==> src/rtl/alu_operand_sequencer_if.sv <==
// ---------------------------------------------------------------------------
// alu_operand_sequencer_if
// Bundles the button, switch-bus, ALU and display signals of the ALU operand
// sequencer.
//   master : board/ALU side - drives load_btn, clear_btn, dato, alu_result;
//            observes alu_a, alu_b, alu_op, result, result_valid, state
//   slave  : the sequencer itself (directions mirrored)
// Parameters: DATA_W (operand/bus/result width), OP_W (opcode width).
// ---------------------------------------------------------------------------
interface alu_operand_sequencer_if #(
    parameter int DATA_W = 8,
    parameter int OP_W   = 6
);
    logic              load_btn;
    logic              clear_btn;
    logic [DATA_W-1:0] dato;
    logic [DATA_W-1:0] alu_result;
    logic [DATA_W-1:0] alu_a;
    logic [DATA_W-1:0] alu_b;
    logic [OP_W-1:0]   alu_op;
    logic [DATA_W-1:0] result;
    logic              result_valid;
    logic [2:0]        state;

    modport master (
        output load_btn, clear_btn, dato, alu_result,
        input  alu_a, alu_b, alu_op, result, result_valid, state
    );

    modport slave (
        input  load_btn, clear_btn, dato, alu_result,
        output alu_a, alu_b, alu_op, result, result_valid, state
    );
endinterface

==> src/rtl/alu_operand_sequencer.sv <==
// ---------------------------------------------------------------------------
// alu_operand_sequencer
// Step-button driven front end for the board ALU. Successive presses capture
// operand A, operand B and the opcode from the switch bus; the cycle after the
// opcode capture the ALU result is latched and flagged valid, and held until
// the next press (which starts a new operation with a fresh operand A) or a
// clear.
//
// Ports:
//   clk    - system clock, all registers update on the rising edge
//   reset  - synchronous, active-high; zeroes every output and the history
//   bus    - alu_operand_sequencer_if.slave:
//              load_btn, clear_btn, dato, alu_result (in)
//              alu_a, alu_b, alu_op, result, result_valid, state (out)
//
// Build option: define ALU_SEQ_DEBOUNCE_EN to qualify load_btn with a
// DEBOUNCE_CYCLES-sample stability counter. Without it load_btn is used as is
// and no counter exists. clear_btn is never debounced.
// ---------------------------------------------------------------------------
module alu_operand_sequencer #(
    parameter int DATA_W          = 8,
    parameter int OP_W            = 6,
    parameter int DEBOUNCE_CYCLES = 4
) (
    input  logic                   clk,
    input  logic                   reset,
    alu_operand_sequencer_if.slave bus
);
    localparam logic [2:0] S_A    = 3'd0;
    localparam logic [2:0] S_B    = 3'd1;
    localparam logic [2:0] S_OP   = 3'd2;
    localparam logic [2:0] S_EXEC = 3'd3;
    localparam logic [2:0] S_SHOW = 3'd4;

    logic [DATA_W-1:0] alu_a_r;
    logic [DATA_W-1:0] alu_b_r;
    logic [OP_W-1:0]   alu_op_r;
    logic [DATA_W-1:0] result_r;
    logic              valid_r;
    logic [2:0]        state_r;

    logic qual;   // qualified button level
    logic btn_q;  // qualified level from the previous cycle
    logic press;

`ifdef ALU_SEQ_DEBOUNCE_EN
    // Counts consecutive high samples, saturating at DEBOUNCE_CYCLES-1 so the
    // current high sample completes the run; any low sample restarts it.
    localparam int            CW      = $clog2(DEBOUNCE_CYCLES) + 1;
    localparam logic [CW-1:0] CNT_MAX = CW'(DEBOUNCE_CYCLES - 1);

    logic [CW-1:0] db_cnt;

    always_ff @(posedge clk) begin
        if (reset || !bus.load_btn) begin
            db_cnt <= '0;
        end else if (db_cnt != CNT_MAX) begin
            db_cnt <= db_cnt + CW'(1);
        end
    end

    assign qual = bus.load_btn && (db_cnt == CNT_MAX);
`else
    assign qual = bus.load_btn;

    logic unused_debounce;
    assign unused_debounce = (DEBOUNCE_CYCLES > 0);
`endif

    // One press per rising edge of the qualified level, however long it is held.
    assign press = qual && !btn_q;

    always_ff @(posedge clk) begin
        if (reset) begin
            btn_q <= 1'b0;
        end else begin
            btn_q <= qual;
        end
    end

    always_ff @(posedge clk) begin
        if (reset || bus.clear_btn) begin
            // Clear outranks a simultaneous press: nothing is captured.
            state_r  <= S_A;
            alu_a_r  <= '0;
            alu_b_r  <= '0;
            alu_op_r <= '0;
            result_r <= '0;
            valid_r  <= 1'b0;
        end else begin
            case (state_r)
                S_A: begin
                    if (press) begin
                        alu_a_r <= bus.dato;
                        state_r <= S_B;
                    end
                end
                S_B: begin
                    if (press) begin
                        alu_b_r <= bus.dato;
                        state_r <= S_OP;
                    end
                end
                S_OP: begin
                    if (press) begin
                        alu_op_r <= bus.dato[OP_W-1:0];
                        state_r  <= S_EXEC;
                    end
                end
                S_EXEC: begin
                    // Operands have been stable for a full cycle; sample the
                    // ALU now. A press arriving here is dropped.
                    result_r <= bus.alu_result;
                    valid_r  <= 1'b1;
                    state_r  <= S_SHOW;
                end
                S_SHOW: begin
                    // A press here is the A capture of the next operation;
                    // the old result stays visible but is no longer valid.
                    if (press) begin
                        alu_a_r <= bus.dato;
                        valid_r <= 1'b0;
                        state_r <= S_B;
                    end
                end
                default: begin
                    state_r <= S_A;
                end
            endcase
        end
    end

    assign bus.alu_a        = alu_a_r;
    assign bus.alu_b        = alu_b_r;
    assign bus.alu_op       = alu_op_r;
    assign bus.result       = result_r;
    assign bus.result_valid = valid_r;
    assign bus.state        = state_r;
endmodule
==> src/flat_wrapper.sv <==
// flat-port wrapper written by rule: the top's interface ports become plain ports
module alu_operand_sequencer_flat 
#(
    parameter int DATA_W          = 8,
    parameter int OP_W            = 6,
    parameter int DEBOUNCE_CYCLES = 4
)
  (clk, reset, bus_load_btn, bus_clear_btn, bus_dato, bus_alu_result, bus_alu_a, bus_alu_b, bus_alu_op, bus_result, bus_result_valid, bus_state);
  alu_operand_sequencer_if #(.DATA_W(DATA_W), .OP_W(OP_W)) bus_i ();
  input  logic clk;
  input  logic reset;
  input wire logic [$bits(bus_i.load_btn)-1:0] bus_load_btn;
  input wire logic [$bits(bus_i.clear_btn)-1:0] bus_clear_btn;
  input wire logic [$bits(bus_i.dato)-1:0] bus_dato;
  input wire logic [$bits(bus_i.alu_result)-1:0] bus_alu_result;
  output wire logic [$bits(bus_i.alu_a)-1:0] bus_alu_a;
  output wire logic [$bits(bus_i.alu_b)-1:0] bus_alu_b;
  output wire logic [$bits(bus_i.alu_op)-1:0] bus_alu_op;
  output wire logic [$bits(bus_i.result)-1:0] bus_result;
  output wire logic [$bits(bus_i.result_valid)-1:0] bus_result_valid;
  output wire logic [$bits(bus_i.state)-1:0] bus_state;
  assign bus_i.load_btn = bus_load_btn;
  assign bus_i.clear_btn = bus_clear_btn;
  assign bus_i.dato = bus_dato;
  assign bus_i.alu_result = bus_alu_result;
  assign bus_alu_a = bus_i.alu_a;
  assign bus_alu_b = bus_i.alu_b;
  assign bus_alu_op = bus_i.alu_op;
  assign bus_result = bus_i.result;
  assign bus_result_valid = bus_i.result_valid;
  assign bus_state = bus_i.state;
  alu_operand_sequencer #(.DATA_W(DATA_W), .OP_W(OP_W), .DEBOUNCE_CYCLES(DEBOUNCE_CYCLES)) u_core (.clk(clk), .reset(reset), .bus(bus_i));
endmodule
==> config.mk <==
export PLATFORM = sky130hd
export DESIGN_NAME = alu_operand_sequencer_flat
export DESIGN_NICKNAME = d
export VERILOG_FILES = /design/src/rtl/alu_operand_sequencer_if.sv /design/src/rtl/alu_operand_sequencer.sv /design/src/flat_wrapper.sv
export SDC_FILE = /design/constraint.sdc
export NUM_CORES = 1
export LEC_CHECK = 0
export BUFFER_PORTS_ARGS = -buffer_cell sky130_fd_sc_hd__buf_4
export CORE_MARGIN = 2
export CORE_UTILIZATION = 35
export CTS_BUF_LIST = sky130_fd_sc_hd__clkbuf_8 sky130_fd_sc_hd__clkbuf_16
export DETAILED_ROUTE_END_ITERATION = 8
export GPL_ROUTABILITY_DRIVEN = 0
export PLACE_DENSITY_LB_ADDON = 0.1
export SLEW_MARGIN = 40
export SYNTH_ARGS = -nofsm -noshare
export SYNTH_HDL_FRONTEND = slang
export SYNTH_SLANG_ARGS = --single-unit
==> constraint.sdc <==
create_clock -name clk -period 1.6 [get_ports clk]
set_input_delay 0 -clock clk [delete_from_list [all_inputs] [get_ports clk]]
set_output_delay 0 -clock clk [all_outputs]
set_load 0.01 [all_outputs]
==> results by group, run 1 <==
Synth
  – Synth Flop Type: dfxtp_1
  – Synth warn: 0
  – Syn_area_per_cell: around 9.6 µm²
  – Synth area leader: dfxtp_1
  – Simple-Gate Fraction of Synth Area: 0.2319
  – Async SR Flop Fraction: 0
  – Multiplexer share of the synthesized area: 0.1613
  – Number of synthesized flops with an enable pin: 0
  – Synthesized instance count: 142
  – Xor/xnor cell area share of the yosys netlist: 0
  – Synthesized net count: between 150 and 200
  – Mapped cell area: about 1400 µm²
  – Compound-gate portion of the synthesized area: 0.04950
  – Largest family of logic cells by synthesized area: simple AND/OR/NAND/NOR gates
  – Count of cell types in the netlist: 23
  – Post-synthesis adder-cell area fraction: 0
  – Seq/Total Area, Yosys: 0.5133
  – Yosys reg bits: 35
  – Top cell type's share of synthesized area: 0.5133
  – Top post-synthesis cells by area: dfxtp_1, mux2i_1, nand2_1

Place
  – Place WS: ~0.14 ns
  – Hpwl dp: 2278 µm
  – I/O Buffers: 53

Timing
  – Setup TNS: 0 ns
  – Fmax: just under 700 MHz
  – Slew @ Worst Pin: 0.4569 ns
  – Setup Viol. Count Final: 0
  – Slew Limit Fails: 0
  – Slew margin rel.: 0.6954
  – RSZ-0062 raised after global routing: no
  – Tmin final: 1.457 ns
  – Clock Skew: 0.005562 ns
  – Final Hold Vio Count: 0
  – Hold_ws: around 0.095 ns
  – Final Cycle Share: 0.9108
  – Fin worst setup slack: around 0.14 ns

Global routing
  – First-pass GRT wire length: ~5300 µm
  – Largest net degree at the start of global routing: 24
  – Vias in the first global route: 1220
  – Initial antenna violation count: 0
  – GRT Overall Usage: 0.1601
  – GRT Residual Overflow: 0

Clocking
  – Clk slew on worst S/H paths: ~0.070 ns
  – Number of CTS-inserted buffers: 5
  – CTS tree: yes
  – H-tree levels: 2
  – Post-CTS Resized: 0
  – Num Clock Sinks: 35
  – Clk_lat worst skew: around 0.28 ns
  – Max Buffers Root-to-Sink: 2
  – Root Buffer: clkbuf_8

Run
  – Max Cap Violations: 0

Die
  – Initial Util: 0.3673
  – Die H: roughly 66 µm
  – Core Box Area: 3716 µm²
  – Ports: between 50 and 60
  – Num rows: 22
  – Total die area: 4416 µm²
  – Die width: between 60 and 70 µm

Critical path
  – CP max FO: 10
  – Critical Path RT: about 1.8 ns
  – Crit path cell chain: or4b_1 > nand2_1 > a21oi_1
  – Worst setup SP type: flip-flop
  – Slowest CP cell: or4b_1
  – CP peak stage delay: 0.71 ns
  – CP arrival: 1.61 ns
  – Crit path kind: reg2reg
  – Crit path capture type: flip-flop

Cells and area
  – Fill count: 339
  – Share of layout cells above drive strength 1: 0.3211
  – Post-layout utilization of the core: 0.5727
  – Antenna fix cells: 0
  – Post-layout net count: ~240
  – Area growth, synth to finish: 55.91%

Power
  – Net Sw Frac: 0.1952
  – Total power: roughly 2.0 mW
  – Maximum vdd drop: between 0.5 and 0.6 mV
  – Static leakage: between 0.9 and 1 nW
  – Int Pwr: ~1.6 mW
  – Power Dens Cells: 934.6 nW/µm²
  – Flop pwr share: 0.449
  – Clock share of power: 0.461
  – Comb power frac: 0.090
  – Reported net switching power: between 0.3 and 0.4 mW

Drt
  – Residual DRC: 0
  – Final wirelength: roughly 3200 µm
  – Initial DRC count: 40
  – Drt pass-1 iters: 4
  – WL per Instance: ~12 µm
  – Post-route ant nets: 0
  – DR vias: about 1200
  – Via density per instance: around 4.6

Min path
  – Hold Path Class: in2reg

Run status
  – Status: finished clean
[cell type report]
type	count	area [µm²]	share of cell area
Clock buffer	5	68.82	0.03233
Sequential cell	35	700.7	0.3292
Timing Repair Buffer	77	623.1	0.2928
Multi-Input combinational cell	96	604.3	0.2840
Inverter	2	7.507	0.003527
Clock inverter	3	63.81	0.02998
Tap cell	48	60.06	0.02822
[synthesized netlist by cell type (2+ instances only)]
master	number
nand2_1	38
dfxtp_1	35
mux2i_1	22
a21oi_1	10
nor2_1	10
clkbuf_1	4
buf_2	3
buf_6	2
inv_1	2
nor3_1	2
nor4b_4	2
[power groups by stage]
stage / sequential [mW] / clock (mW) / combinational (mW)
after floorplan: 0.914 / 0 / 0.0728
after global placement: 0.912 / 0 / 0.144
after detailed placement: 0.912 / 0 / 0.146
after CTS: 0.892 / 0.945 / 0.181
after global routing: 0.893 / 0.979 / 0.197
final: 0.892 / 0.918 / 0.179
[critical path, delay by kind of cell, from the launching register on]
family          cells  cell delay, ns
flops               1            0.42
simple gates        2            0.84
compound gates      1            0.07
[kinds of logic after synthesis]
group	Yosys count
buffers and inverters	11
and+or+nand+nor	62
muxes	22
DFF	35
AOI/OAI and AO/OA	12
[per-stage QoR]
| stage | instance area [µm²] | std cells |
|---|---|---|
| 6_report | 2128 | 266 |
| 5_1_grt | 2128 | 266 |
| 4_1_cts | 2128 | 266 |
| 3_5_place_dp | 1815 | 240 |
| 3_3_place_gp | 1815 | 240 |
| 2_1_floorplan | 1365 | 142 |
[worst paths after layout]
kind,start,end,slack (ns),depth (start not counted)
hold reg to reg,u_core.bus.alu_a[6],u_core.bus.alu_a[6],0.46,2
setup reg to reg,u_core.bus.state[1],u_core.bus.alu_a[7],0.14,3
hold / removal,bus_load_btn,u_core.bus.state[2],0.1,4
setup / recovery,u_core.bus.state[1],u_core.bus.alu_a[7],0.14,3
[state kept, by name (all words and copies together), names as in the netlist]
signal / cells
u_core.bus.state: 3
u_core.bus.alu_b: 8
u_core.bus.result: 8
u_core.bus.alu_a: 8
u_core.btn_q: 1
u_core.bus.alu_op: 6
u_core.bus.result_valid: 1
[repair_timing]
item,CTS,global route
setup endpoints to repair,0,0
setup buffers,0,0
hold buffers,18,0
hold endpoints to repair,19,0
[cells in the final DEF (no fill, tap or decap)]
cell type | netlist | layout
buf_4 | 0 | 59
nand2_1 | 38 | 38
dfxtp_1 | 35 | 35
mux2i_1 | 22 | 22
dlygate4sd3_1 | 0 | 18
nor2_1 | 10 | 10
a21oi_1 | 10 | 10
clkbuf_8 | 0 | 5
inv_1 | 2 | 3
nor4b_4 | 2 | 2
nor3_1 | 2 | 2
bufinv_16 | 0 | 2
or2_2 | 1 | 1
nand3b_1 | 1 | 1
nand2b_4 | 1 | 1
a221oi_1 | 1 | 1
nand2b_1 | 1 | 1
or3_1 | 1 | 1
nor4bb_1 | 1 | 1
nor3b_1 | 1 | 1
o31a_1 | 1 | 1
or4b_1 | 1 | 1
nand3_1 | 1 | 1
nor2b_1 | 1 | 1
[per-layer routing]
| metal | track usage | wire length (µm) |
|---|---|---|
| met1 | 0.1696 | 1344 |
| met3 | 0.05405 | 237 |
| met2 | 0.2975 | 1590 |
| met4 | 0.04592 | 42 |
| met5 | 0 | 0 |
Power figures use the tool's default switching activity.
==> run 2, diff against run 1 <==
--- a/config.mk
+++ b/config.mk
@@ -6,8 +6,9 @@
 export NUM_CORES = 1
 export LEC_CHECK = 0
 export BUFFER_PORTS_ARGS = -buffer_cell sky130_fd_sc_hd__buf_4
+export CORE_ASPECT_RATIO = 0.5
 export CORE_MARGIN = 2
-export CORE_UTILIZATION = 35
+export CORE_UTILIZATION = 47
 export CTS_BUF_LIST = sky130_fd_sc_hd__clkbuf_8 sky130_fd_sc_hd__clkbuf_16
 export DETAILED_ROUTE_END_ITERATION = 8
 export GPL_ROUTABILITY_DRIVEN = 0
==> run 2 against run 1 <==
Design area is 1.6% lower. Critical path depth unchanged. Sequential share of layout area grew 0.55 points. Clock skew is 0.0039 ns higher. Final cell count decreased by 3.8%. Clock power decreased by 24%. Global-route usage rose by 4.4 points. Via count shrank 0.49%. Critical path type unchanged. Critical endpoint is now u_core.bus.alu_a[5]. Highest routed layer is now met3.
==> results by group, run 2 (same netlist as run 1, synthesis figures left out) <==
Timing
  – Final Cycle Share: 0.8906
  – Setup TNS: 0 ns
  – Fmax: approximately 700 MHz
  – RSZ-0062 raised after global routing: no
  – Clock Skew: 0.009458 ns
  – Tmin final: 1.425 ns
  – Setup Viol. Count Final: 0
  – Slew margin rel.: 0.6989
  – Slew @ Worst Pin: around 0.45 ns
  – Final Hold Vio Count: 0
  – Slew Limit Fails: 0

Place
  – Inst Count DP: 230
  – I/O Buffers: 53
  – Hpwl dp: 2213 µm

Drt
  – Final wirelength: roughly 3200 µm
  – DR vias: approximately 1200
  – WL per Instance: 12.39 µm
  – Post-route ant nets: 0
  – Initial DRC count: 48
  – Residual DRC: 0
  – Drt pass-1 iters: 4
  – Via density per instance: about 4.8

Critical path
  – FF-to-FF path depth: 3
  – CP Launch Point: u_core.bus.state[0]
  – CP arrival: ~1.6 ns
  – CP max FO: 8
  – Critical Path RT: around 1.8 ns
  – Crit path kind: reg2reg
  – Worst setup SP type: flip-flop
  – R2r setup slk: ~0.17 ns
  – Reg2reg start: u_core.bus.state[0]
  – Crit path capture type: flip-flop

Die
  – Initial Util: 0.5086
  – Total die area: 3378 µm²
  – Num rows: 13
  – Die H: approximately 42 µm
  – Core Box Area: between 2000 and 3000 µm²
  – Ports: 54
  – Die width: around 80 µm

Clocking
  – Post-CTS Resized: 0
  – Post-CTS setup buffers: 0
  – Number of CTS-inserted buffers: 5
  – CTS Hold Buffers Added: 18
  – Root Buffer: clkbuf_8
  – Clk slew on worst S/H paths: approximately 0.070 ns
  – Max Buffers Root-to-Sink: 2
  – Clk_lat worst skew: 0.28 ns
  – Num Clock Sinks: 35
  – H-tree levels: 2
  – CTS tree: yes

Global routing
  – GRT Overall Usage: 0.2043
  – GRT Residual Overflow: 0
  – First-pass GRT wire length: 5333 µm
  – Vias in the first global route: 1213
  – Initial antenna violation count: 0
  – Largest net degree at the start of global routing: 24

Cells and area
  – Commonest non-fill, non-tap cell in the layout: buf_4
  – Post-layout net count: 238
  – Antenna fix cells: 0
  – Share of layout cells above drive strength 1: 0.3288
  – Commonest non-fill, non-tap cells in the layout: buf_4, nand2_1, dfxtp_1
  – Finished Layout Cells: approximately 260
  – Area growth, synth to finish: 53.35%

Power
  – Total power: between 1.5 and 2 mW
  – Maximum vdd drop: 0.6209 mV
  – Power Dens Cells: 847.8 nW/µm²
  – Static leakage: between 0.9 and 1 nW

Min path
  – Hold Path Stages: 4
  – Worst Hold Launch: bus_load_btn
  – Hold Path Class: in2reg

Run
  – Max Cap Violations: 0

Run status
  – Status: finished clean
[run 2: changes by cell type in the layout (fill, tap and decap cells not counted), sizes merged]
cell,previous run,this run
bufinv,2,0
clkbuf,5,7
buf,59,60
clkinvlp,0,1
inv,3,2
[run 2: through the flow]
| step | area [µm²] | setup WS (ns) | hold WS (ns) | utilization |
|---|---|---|---|---|
| global placement | 1809 | 0.2090 | 0.1790 | 0.6741 |
| CTS | 2093 | 0.1745 | 0.1220 | 0.7800 |
| finish | 2093 | 0.1750 | 0.1243 | 0.7800 |
| detailed placement | 1809 | 0.1763 | 0.1806 | 0.6741 |
| floorplan | 1365 | 0.2242 | 0.07161 | - |
| global route | 2093 | 0.06858 | 0.1486 | 0.7800 |
[run 2: final timing paths]
kind,endpoint
worst max-delay path,u_core.bus.alu_a[5]
worst max register to register,u_core.bus.alu_a[5]
worst min-delay path,u_core.bus.state[2]
worst min register to register,u_core.bus.alu_a[7]
[run 2: area by class of cell]
class,instances,area (µm²)
Multi-Input combinational cell,96,604.3
Clock inverter,1,7.507
Clock buffer,7,96.34
Fill cell,193,590.6
Inverter,2,7.507
Tap cell,37,46.29
Sequential cell,35,700.7
Timing Repair Buffer,78,630.6
[run 2: layer usage]
layer	track usage	routed length, µm
met2	0.3500	1555
met1	0.2473	1380
met5	0	0
met4	0.03051	0
met3	0.08405	236
[run 2: critical path, cell delays in order (launching register included)]
cell and delay (ns):
dfxtp_1 0.36, or4b_1 0.72, nand2_1 0.15, a21oi_1 0.07
[run 2: report_power, final]
group | internal, mW | switching, mW
clock | 0.391 | 0.309
sequential | 0.882 | 0.00925
combinational | 0.103 | 0.0798
total | 1.38 | 0.398
==> run 3, diff against run 2 <==
--- a/config.mk
+++ b/config.mk
@@ -6,9 +6,12 @@
 export NUM_CORES = 1
 export LEC_CHECK = 0
 export BUFFER_PORTS_ARGS = -buffer_cell sky130_fd_sc_hd__buf_4
+export CAP_MARGIN = 20
+export CELL_PAD_IN_SITES_DETAIL_PLACEMENT = 0
+export CELL_PAD_IN_SITES_GLOBAL_PLACEMENT = 1
 export CORE_ASPECT_RATIO = 0.5
 export CORE_MARGIN = 2
-export CORE_UTILIZATION = 47
+export CORE_UTILIZATION = 34
 export CTS_BUF_LIST = sky130_fd_sc_hd__clkbuf_8 sky130_fd_sc_hd__clkbuf_16
 export DETAILED_ROUTE_END_ITERATION = 8
 export GPL_ROUTABILITY_DRIVEN = 0
==> run 3 against run 2 <==
Critical path depth did not move. Largest power group unchanged. Via count shrank 2.0%. Power is essentially flat. Clock skew is 0.0030 ns lower.
==> results by group, run 3 (same netlist as run 1, synthesis figures left out) <==
Cells and area
  – Commonest non-fill, non-tap cells in the layout: buf_4, nand2_1, dfxtp_1
  – Share of layout cells above drive strength 1: 0.3288
  – Area growth, synth to finish: 54.90%
  – Commonest non-fill, non-tap cell in the layout: buf_4
  – Finished Layout Cells: 273
  – Post-layout net count: 238
  – Antenna fix cells: 0

Die
  – Total die area: around 4600 µm²
  – Die width: 93.61 µm
  – Ports: between 50 and 60
  – Num rows: 16
  – Initial Util: 0.3515
  – Core Box Area: 3884 µm²
  – Die H: 48.81 µm

Timing
  – Setup TNS: 0 ns
  – Setup Viol. Count Final: 0
  – Tmin final: roughly 1.4 ns
  – Hold_ws: 0.1058 ns
  – Fmax: approximately 700 MHz
  – Clock Skew: roughly 0.0065 ns
  – Slew margin rel.: 0.6650
  – RSZ-0062 raised after global routing: no
  – Slew Limit Fails: 0
  – Slew @ Worst Pin: between 0.5 and 0.6 ns
  – Final Hold Vio Count: 0
  – Final Cycle Share: 0.9026

Critical path
  – CP max FO: 8
  – Reg2Reg Capture Point: u_core.bus.alu_b[2]
  – Critical Path RT: 1.75 ns
  – Crit path kind: reg2reg
  – CP Launch Point: u_core.bus.state[0]
  – FF-to-FF path depth: 3
  – R2r setup slk: 0.16 ns
  – Worst setup SP type: flip-flop
  – CP arrival: approximately 1.6 ns
  – Critical Path Sink: u_core.bus.alu_b[2]
  – Crit path capture type: flip-flop
  – Reg2reg start: u_core.bus.state[0]

Global routing
  – GRT Overall Usage: 0.1472
  – Vias in the first global route: 1215
  – Initial antenna violation count: 0
  – First-pass GRT wire length: approximately 5300 µm
  – Largest net degree at the start of global routing: 24
  – GRT Residual Overflow: 0

Clocking
  – CTS Hold Buffers Added: 18
  – Max Buffers Root-to-Sink: 2
  – Root Buffer: clkbuf_8
  – Clk_lat worst skew: approximately 0.28 ns
  – Num Clock Sinks: 35
  – Post-CTS setup buffers: 0
  – Clk slew on worst S/H paths: ~0.070 ns
  – H-tree levels: 2
  – Post-CTS Resized: 0
  – CTS tree: yes
  – Number of CTS-inserted buffers: 5

Power
  – Power Dens Cells: around 840 nW/µm²
  – Maximum vdd drop: approximately 0.61 mV
  – Static leakage: ~0.98 nW
  – Total power: 1.774 mW

Run
  – Max Cap Violations: 0

Drt
  – Via density per instance: 4.374
  – Residual DRC: 0
  – Drt pass-1 iters: 4
  – WL per Instance: ~11 µm
  – Initial DRC count: 26
  – Final wirelength: roughly 3000 µm
  – DR vias: 1194
  – Post-route ant nets: 0

Place
  – I/O Buffers: 53
  – Inst Count DP: around 250
  – Hpwl dp: 2123 µm

Run status
  – Status: finished clean

Min path
  – Hold Path Class: in2reg
[run 3: cell counts in the layout (fill, tap and decap cells not counted)]
No cell type changed its count.
[run 3: per-layer routing]
layer	track usage	wire (µm)	share of wire	vias up
met1	0.1874	1523	0.49	534
li1	-	-	-	625
met3	0.06646	240	0.078	2
met5	0	0	0	-
met2	0.2338	1320	0.43	33
met4	0.02899	4	0.0013	0
[run 3: critical path: stages (launching register included)]
cell	delay, ns
dfxtp_1	0.43
nand2b_1	0.11
or3_1	0.59
mux2i_1	0.19
[run 3: per-stage QoR]
step           area [µm²]  setup WS [ns]    util
3_5_place_dp         1831         0.1486  0.4713
4_1_cts              2115         0.1368  0.5445
5_1_grt              2115        0.02174  0.5445
6_report             2115         0.1558  0.5445
3_3_place_gp         1831         0.1750  0.4713
2_1_floorplan        1365         0.2242       -
[run 3: area by class of cell]
cell class	count	area, µm²
Clock inverter	1	7.507
Multi-Input combinational cell	96	604.3
Inverter	2	7.507
Sequential cell	35	700.7
Clock buffer	7	96.34
Timing Repair Buffer	78	630.6
Tap cell	54	67.56
Fill cell	368	1769
[run 3: how the worst min path moves through the flow]
stage	end	cells past startpoint	startpoint
2_1_floorplan	u_core.btn_q	1	reset
3_3_place_gp	u_core.btn_q	2	reset
3_5_place_dp	u_core.btn_q	2	reset
4_1_cts	u_core.bus.state[2]	4	bus_load_btn
5_1_grt	u_core.bus.state[2]	4	bus_load_btn
6_report	u_core.bus.state[2]	4	bus_load_btn
[run 3: report_power, final]
group | internal (mW) | switching (mW)
clock network | 0.392 | 0.310
registers | 0.882 | 0.00936
logic | 0.103 | 0.0782
